$ cat config.mk
export PLATFORM = sky130hd
export DESIGN_NAME = gpr_file
export DESIGN_NICKNAME = d
export VERILOG_FILES = /design/src/rtl/gpr_file_pkg.sv /design/src/rtl/gpr_scoreboard.sv /design/src/rtl/gpr_file.sv
export SDC_FILE = /design/constraint.sdc
export NUM_CORES = 2
export LEC_CHECK = 0
export CAP_MARGIN = 20
export CELL_PAD_IN_SITES_DETAIL_PLACEMENT = 0
export CELL_PAD_IN_SITES_GLOBAL_PLACEMENT = 2
export CORE_AREA = 3 3 373 411
export DETAILED_ROUTE_END_ITERATION = 10
export DIE_AREA = 0 0 376 414
export PLACE_DENSITY_LB_ADDON = 0.1
export REMOVE_ABC_BUFFERS = 1
export SLEW_MARGIN = 20
export SYNTH_ARGS = -nofsm -noshare
export SYNTH_HDL_FRONTEND = slang
export SYNTH_SLANG_ARGS = --single-unit
export TNS_END_PERCENT = 50
$ cat constraint.sdc
create_clock -name clk -period 5.3 [get_ports clk]
set_input_delay 1.325 -clock clk [delete_from_list [all_inputs] [get_ports clk]]
set_output_delay 1.325 -clock clk [all_outputs]
set_load 0.01 [all_outputs]
$ cat src/rtl/gpr_file_pkg.sv
// Shared constants for the register file and the write-back stage:
// default widths, the hard-wired zero register and the opcode encodings.
package gpr_file_pkg;

    localparam int unsigned DATA_W_DEF = 32;
    localparam int unsigned ADDR_W_DEF = 5;
    localparam int unsigned REG_ZERO   = 0;

    typedef enum logic [5:0] {
        OP_RTYPE = 6'b000000,
        OP_LW    = 6'b100011,
        OP_SW    = 6'b101011,
        OP_ADDI  = 6'b001000,
        OP_ANDI  = 6'b001100
    } opcode_e;

    // Stores are the only listed opcode that produces no register result.
    function automatic logic writes_rf(input opcode_e op);
        return (op == OP_RTYPE) || (op == OP_LW) || (op == OP_ADDI) || (op == OP_ANDI);
    endfunction

endpackage

$ cat src/rtl/gpr_scoreboard.sv
// Pending-write scoreboard: one busy bit per register, set by issue and
// cleared by write-back, with a registered count of outstanding writes.
module gpr_scoreboard
    import gpr_file_pkg::*;
#(
    parameter int unsigned ADDR_W = ADDR_W_DEF,
    parameter bit          BYPASS = 1'b1
) (
    input  logic              clk,
    input  logic              rst,
    input  logic              iss_en,
    input  logic [ADDR_W-1:0] iss_addr,
    input  logic              wb_write,
    input  logic [ADDR_W-1:0] wb_addr,
    input  logic [ADDR_W-1:0] ra_addr,
    input  logic [ADDR_W-1:0] rb_addr,
    output logic              a_busy,
    output logic              b_busy,
    output logic [ADDR_W:0]   pend_cnt
);

    localparam int unsigned DEPTH = 1 << ADDR_W;

    logic [DEPTH-1:0] busy_q, busy_d;
    logic [ADDR_W:0]  pend_cnt_q, pend_cnt_d;

    always_comb begin
        busy_d = busy_q;
        if (wb_write && (wb_addr != ADDR_W'(REG_ZERO))) begin
            busy_d[wb_addr] = 1'b0;
        end
        // Applied after the clear so a new producer on the same edge keeps the bit set.
        if (iss_en && (iss_addr != ADDR_W'(REG_ZERO))) begin
            busy_d[iss_addr] = 1'b1;
        end
        busy_d[REG_ZERO] = 1'b0;

        pend_cnt_d = '0;
        for (int i = 0; i < DEPTH; i++) begin
            pend_cnt_d = pend_cnt_d + (ADDR_W+1)'(busy_d[i]);
        end
    end

    always_ff @(posedge clk or negedge rst) begin
        if (!rst) begin
            busy_q     <= '0;
            pend_cnt_q <= '0;
        end else begin
            busy_q     <= busy_d;
            pend_cnt_q <= pend_cnt_d;
        end
    end

    assign a_busy   = busy_q[ra_addr] & ~(BYPASS & wb_write & (wb_addr == ra_addr));
    assign b_busy   = busy_q[rb_addr] & ~(BYPASS & wb_write & (wb_addr == rb_addr));
    assign pend_cnt = pend_cnt_q;

endmodule

$ cat src/rtl/gpr_file.sv
// 32x32 general-purpose register file with two registered operand ports,
// same-cycle write-back bypass and a pending-write scoreboard for decode.
module gpr_file
    import gpr_file_pkg::*;
#(
    parameter int unsigned DATA_W = DATA_W_DEF,
    parameter int unsigned ADDR_W = ADDR_W_DEF,
    parameter bit          BYPASS = 1'b1
) (
    input  logic              clk,
    input  logic              rst,
    input  logic [DATA_W-1:0] WB_Data,
    input  logic              WB_Write,
    input  logic [ADDR_W-1:0] WB_Addr,
    input  logic              Rd_En,
    input  logic [ADDR_W-1:0] RA_Addr,
    input  logic [ADDR_W-1:0] RB_Addr,
    output logic [DATA_W-1:0] A,
    output logic [DATA_W-1:0] B,
    output logic              Rd_Valid,
    input  logic              Iss_En,
    input  logic [ADDR_W-1:0] Iss_Addr,
    output logic              A_Busy,
    output logic              B_Busy,
    output logic [ADDR_W:0]   Pend_Cnt,
    input  logic [ADDR_W-1:0] Dbg_Addr,
    output logic [DATA_W-1:0] Dbg_Data
);

    localparam int unsigned DEPTH = 1 << ADDR_W;

    logic [DATA_W-1:0] mem_q [DEPTH];
    logic [DATA_W-1:0] mem_d [DEPTH];
    logic [DATA_W-1:0] a_q, a_d, b_q, b_d;
    logic              rd_valid_q, rd_valid_d;

    function automatic logic [DATA_W-1:0] rf_read(
        input logic [ADDR_W-1:0] idx,
        input logic [DATA_W-1:0] stored,
        input logic              wb_write,
        input logic [ADDR_W-1:0] wb_addr,
        input logic [DATA_W-1:0] wb_data
    );
        if (idx == ADDR_W'(REG_ZERO)) return '0;
        if (BYPASS && wb_write && (wb_addr == idx)) return wb_data;
        return stored;
    endfunction

    always_comb begin
        mem_d = mem_q;
        if (WB_Write && (WB_Addr != ADDR_W'(REG_ZERO))) begin
            mem_d[WB_Addr] = WB_Data;
        end
    end

    // Rd_En/Rd_Valid: operands are sampled on an edge with Rd_En high and are
    // flagged by Rd_Valid for exactly the following cycle; there is no back-pressure.
    always_comb begin
        a_d        = a_q;
        b_d        = b_q;
        rd_valid_d = Rd_En;
        if (Rd_En) begin
            a_d = rf_read(RA_Addr, mem_q[RA_Addr], WB_Write, WB_Addr, WB_Data);
            b_d = rf_read(RB_Addr, mem_q[RB_Addr], WB_Write, WB_Addr, WB_Data);
        end
    end

    always_ff @(posedge clk or negedge rst) begin
        if (!rst) begin
            for (int i = 0; i < DEPTH; i++) begin
                mem_q[i] <= '0;
            end
            a_q        <= '0;
            b_q        <= '0;
            rd_valid_q <= 1'b0;
        end else begin
            mem_q      <= mem_d;
            a_q        <= a_d;
            b_q        <= b_d;
            rd_valid_q <= rd_valid_d;
        end
    end

    gpr_scoreboard #(
        .ADDR_W (ADDR_W),
        .BYPASS (BYPASS)
    ) u_scoreboard (
        .clk      (clk),
        .rst      (rst),
        .iss_en   (Iss_En),
        .iss_addr (Iss_Addr),
        .wb_write (WB_Write),
        .wb_addr  (WB_Addr),
        .ra_addr  (RA_Addr),
        .rb_addr  (RB_Addr),
        .a_busy   (A_Busy),
        .b_busy   (B_Busy),
        .pend_cnt (Pend_Cnt)
    );

    assign A        = a_q;
    assign B        = b_q;
    assign Rd_Valid = rd_valid_q;
    // Register 0 is never written, so the raw array already reads zero there.
    assign Dbg_Data = mem_q[Dbg_Addr];

endmodule
==> results list <==
- For this design, the sink count on the clock tree is 1126.
- The first global-routing pass estimated 353 mm of wire.
- Max-cap violations in this run came to 0.
* Total wire length after detailed routing: roughly 250 mm
* Clock buffer count from CTS: 135
- Clock-pin slew was measured on the worst setup and hold paths at 0.05 ns.
* Post-Syn Instances: 4313
- Area used by sequential logic in the layout: roughly 28000 um2
- The layout has 12600 filler cells.
- For this run, the register share of the synthesized area comes to 42.0%.
- Final instance count without filler cells: 6430
- Final routed DRC violation total: 0
* Cell chosen for the clock root: clkbuf_16
- Number of buffers on the longest clock path: 3
* Final HPWL from detailed placement: ~140 mm
- The synthesized netlist occupies a cell area of 67000 um2.
* Data required time at the worst endpoint: 5.99 ns
- In this run switching power makes up 30.7% of total power.
* Worst path arrival time: 6.28 ns
- Setup repair after global routing could not meet its margin everywhere.
- Entering global routing, the biggest net connects 128 pins.
- Cells fill between 50% and 60% of the core in the end.
* Placeable core region: 150000 um2
- Die extent in y: 414 um
- Number of primary I/O pins: 167
- Placer congestion estimate: around 0.86
* Setup-failing EPs final: 4
- Fraction of synthesis flops using an asynchronous set or reset pin: 100%
- Clock tree from TritonCTS: done
* Number of H-tree levels: 4
- The synthesized design contains 0 enable-type register cells.
- After clock tree synthesis, the flow added hold-fix buffers numbering 0.
* Part of the power in combinational logic: 32.9%
* Cell type with the largest total area after synthesis: dfrtp_1
- STA classifies the critical path endpoint as a register.
- Worst slew margin relative to its limit: between 20% and 30%
- Relative to the synthesized area, the layout overhead comes to 14.4%.
- After global routing the overflow that remains totals 0.
* Synth top area share: 42.0%
- IO Port Bufs: 166
* Initial DRC count: 4402
- Average cell area after synthesis: 15.5 um2
- Antenna violations before repair: 7
* Global Route Usage Sum: 31.9%
* Fin Clk Skew: 0.0220 ns
- Pins over their slew limit: 0
- The detailed router placed approximately 44000 vias in this run.
- Routed WL per cell: 38.2 um
* Layout cell share with drive strength beyond 1: 56.1%
- For this design the ratio of total power to cell area is between 400 and 500 nW/um2.
* Share of the cycle needed by the critical path after routing: 106%
* Most used DFF post-synth: dfrtp_1
- Least-Margin Pin Slew: 1.17 ns
- Once placement completed, the tool counted placed cells totaling approximately 6000.
- Result of the run: complete, but fails checks
- Measured along the x axis, the die boundary spans 376 um.
- Leaving out fill and tap cells, the most frequent cell in the layout is dfrtp_1.
- The top cell types in the final layout, fill and taps aside, are 1126 x dfrtp_1, 1026 x mux2_2, 877 x mux4_2.
* Worst setup slack after layout: -0.292 ns
- Number of placement rows: 149
- Worst setup path category: in -> reg
- Footprint of the multi-input gates: 36900 um2
- Hold Crit Class: reg -> reg
- The analysis attributes to net switching a power of 9720 uW.
* Min cycle time layout: roughly 5.6 ns
- Hold is met by 0.412 ns.
- Pre-antenna DRT Iters: 5
* P_leak: between 0.03 and 0.04 uW
- Using the TritonRoute via totals, the vias-per-cell ratio works out to 6.90.
* Maximum operating frequency: 0.179 GHz
- For this run, the number of Yosys warnings is 0.
- STA classifies the critical path startpoint as an input port.
* Post-synthesis sequential element count: 1126
- Maximum vdd drop: 2.07 mV
- Worst-skew pair later-pin latency: around 0.79 ns
* Antenna viol nets, final: 0
- The netlist uses 52 different library cells.
* Starting density of the core: 44.8%
- The number of global-route vias before repair came to 45800.
* Hold Vio Cnt, Final: 0
- The clock network is responsible for between 20 and 30% of the overall power.
- The internal power of the cells totals 21900 uW.
- For this run, the post-layout net count is about 4500.
- Die outline area: 156000 um2
- The checks that failed: setup timing.
- Largest driver fanout on the critical path: 4
* Dominant cells by area after synthesis: dfrtp_1 42%, mux4_2 29%, mux2_2 17%
- Sequential Power Share: a little under two fifths
==> cell type report <==
type,count,share of cell area (%)
tap,1963,3.20
antenna,2,0.00653
sequential,1126,36.7
multi-input combinational,2594,48.2
timing repair buffer,427,5.78
inverter,82,0.408
clock buffer,201,5.26
clock inverter,35,0.426
==> metrics by stage <==
stage	setup WS, ns	cell area [um2]	total power (uW)	TNS [ns]
floorplan	-2.16	64900	18000	-25.80
global placement	-1.84	72100	21700	-9.08
detailed placement	-1.87	72000	21800	-9.13
CTS	-0.366	76600	31700	-1.11
global route	-0.418	76700	33300	-1.26
finish	-0.292	76700	31600	-0.671
==> synthesized netlist by cell type (4+ instances only) <==
master,n
ha_1,9
nor2_1,24
or2_2,5
a22o_1,16
dfrtp_1,1126
mux2i_1,105
nand3_1,37
clkbuf_1,296
mux4_2,877
o22ai_1,33
xor2_1,10
and2_1,4
buf_2,134
nand3b_1,4
and3_1,4
fa_1,23
nor3b_1,7
mux2_2,1026
a222oi_1,32
nor3_1,5
o21ai_0,37
a211oi_1,31
nor2b_1,13
buf_1,64
o21ai_1,7
a22oi_1,132
a21oi_1,4
nand2_1,118
buf_4,14
inv_1,82
==> flip-flops by register name (all words and copies together), names as in the netlist <==
| name | count |
|---|---|
| mem_q | 1024 |
| A | 32 |
| B | 32 |
| u_scoreboard.busy_q | 31 |
| u_scoreboard.pend_cnt | 6 |
| Rd_Valid | 1 |
==> critical path, cell delays in order <==
cell and delay [ns]:
buf_2 0.12, nor3b_2 0.16, buf_4 0.17, nand2_4 0.05, a22o_4 0.23, ha_4 0.24
fa_1 0.45, fa_1 0.53, fa_1 0.45, fa_1 0.56, inv_2 0.04, fa_2 0.44
fa_1 0.51, inv_2 0.05, ha_4 0.16, fa_2 0.37, a21o_1 0.18, a21oi_2 0.13
xnor2_1 0.13
==> power by group through the flow <==
stage | registers (uW) | logic, uW | clock network (uW)
2_1_floorplan | 11500 | 6490 | 0
3_3_place_gp | 12000 | 9680 | 0
3_5_place_dp | 12000 | 9800 | 0
4_1_cts | 11900 | 10400 | 9470
5_1_grt | 12200 | 11300 | 9820
6_report | 11900 | 10400 | 9290
==> routing by layer <==
| layer | track usage (%) | vias up | part of all wire, % | wire length [um] |
|---|---|---|---|---|
| li1 | - | 17300 | - | - |
| met1 | 45.2 | 24500 | 42 | 103000 |
| met2 | 48.6 | 2038 | 46 | 114000 |
| met3 | 6.51 | 498 | 7.7 | 18800 |
| met4 | 12.6 | 4 | 4.2 | 10400 |
| met5 | 0 | - | 0.013 | 31 |
==> what timing repair did <==
action / in CTS / in global routing
endpoints found under the setup margin: 6 / 5
buffers inserted: 10 / 7
resized for setup: 90 / 31
endpoints found under the hold margin: 0 / 0
pin swaps: 20 / 21
==> path summary, 6_finish.rpt <==
| path | to | depth (start not counted) | startpoint | slack (ns) |
|---|---|---|---|---|
| setup / recovery | u_scoreboard.pend_cnt[4] | 19 | WB_Addr[0] | -0.29 |
| hold / removal | mem_q[994] | 0 | mem_q[994] | 0.41 |
| setup reg to reg | u_scoreboard.pend_cnt[4] | 15 | u_scoreboard.busy_q[2] | 0.35 |
| hold reg to reg | mem_q[994] | 0 | mem_q[994] | 0.41 |
| max in group asynchronous | mem_q[68] | 3 | rst | 3.40 |
| min in group asynchronous | mem_q[717] | 1 | rst | 0.55 |
==> logic make-up (layout without fill, tap and decap cells) <==
logic type	Yosys count	after routing	share of synthesized area, %
simple gates	233	233	1.61
xor+xnor	13	13	0.170
mux	2008	2008	48.3
buf+inv	593	745	3.68
fa+ha+maj	32	32	0.855
compound gates	308	308	3.39
flops	1126	1126	42.0
other cells	0	2	0
No activity file was read; power rests on OpenSTA's default activity.
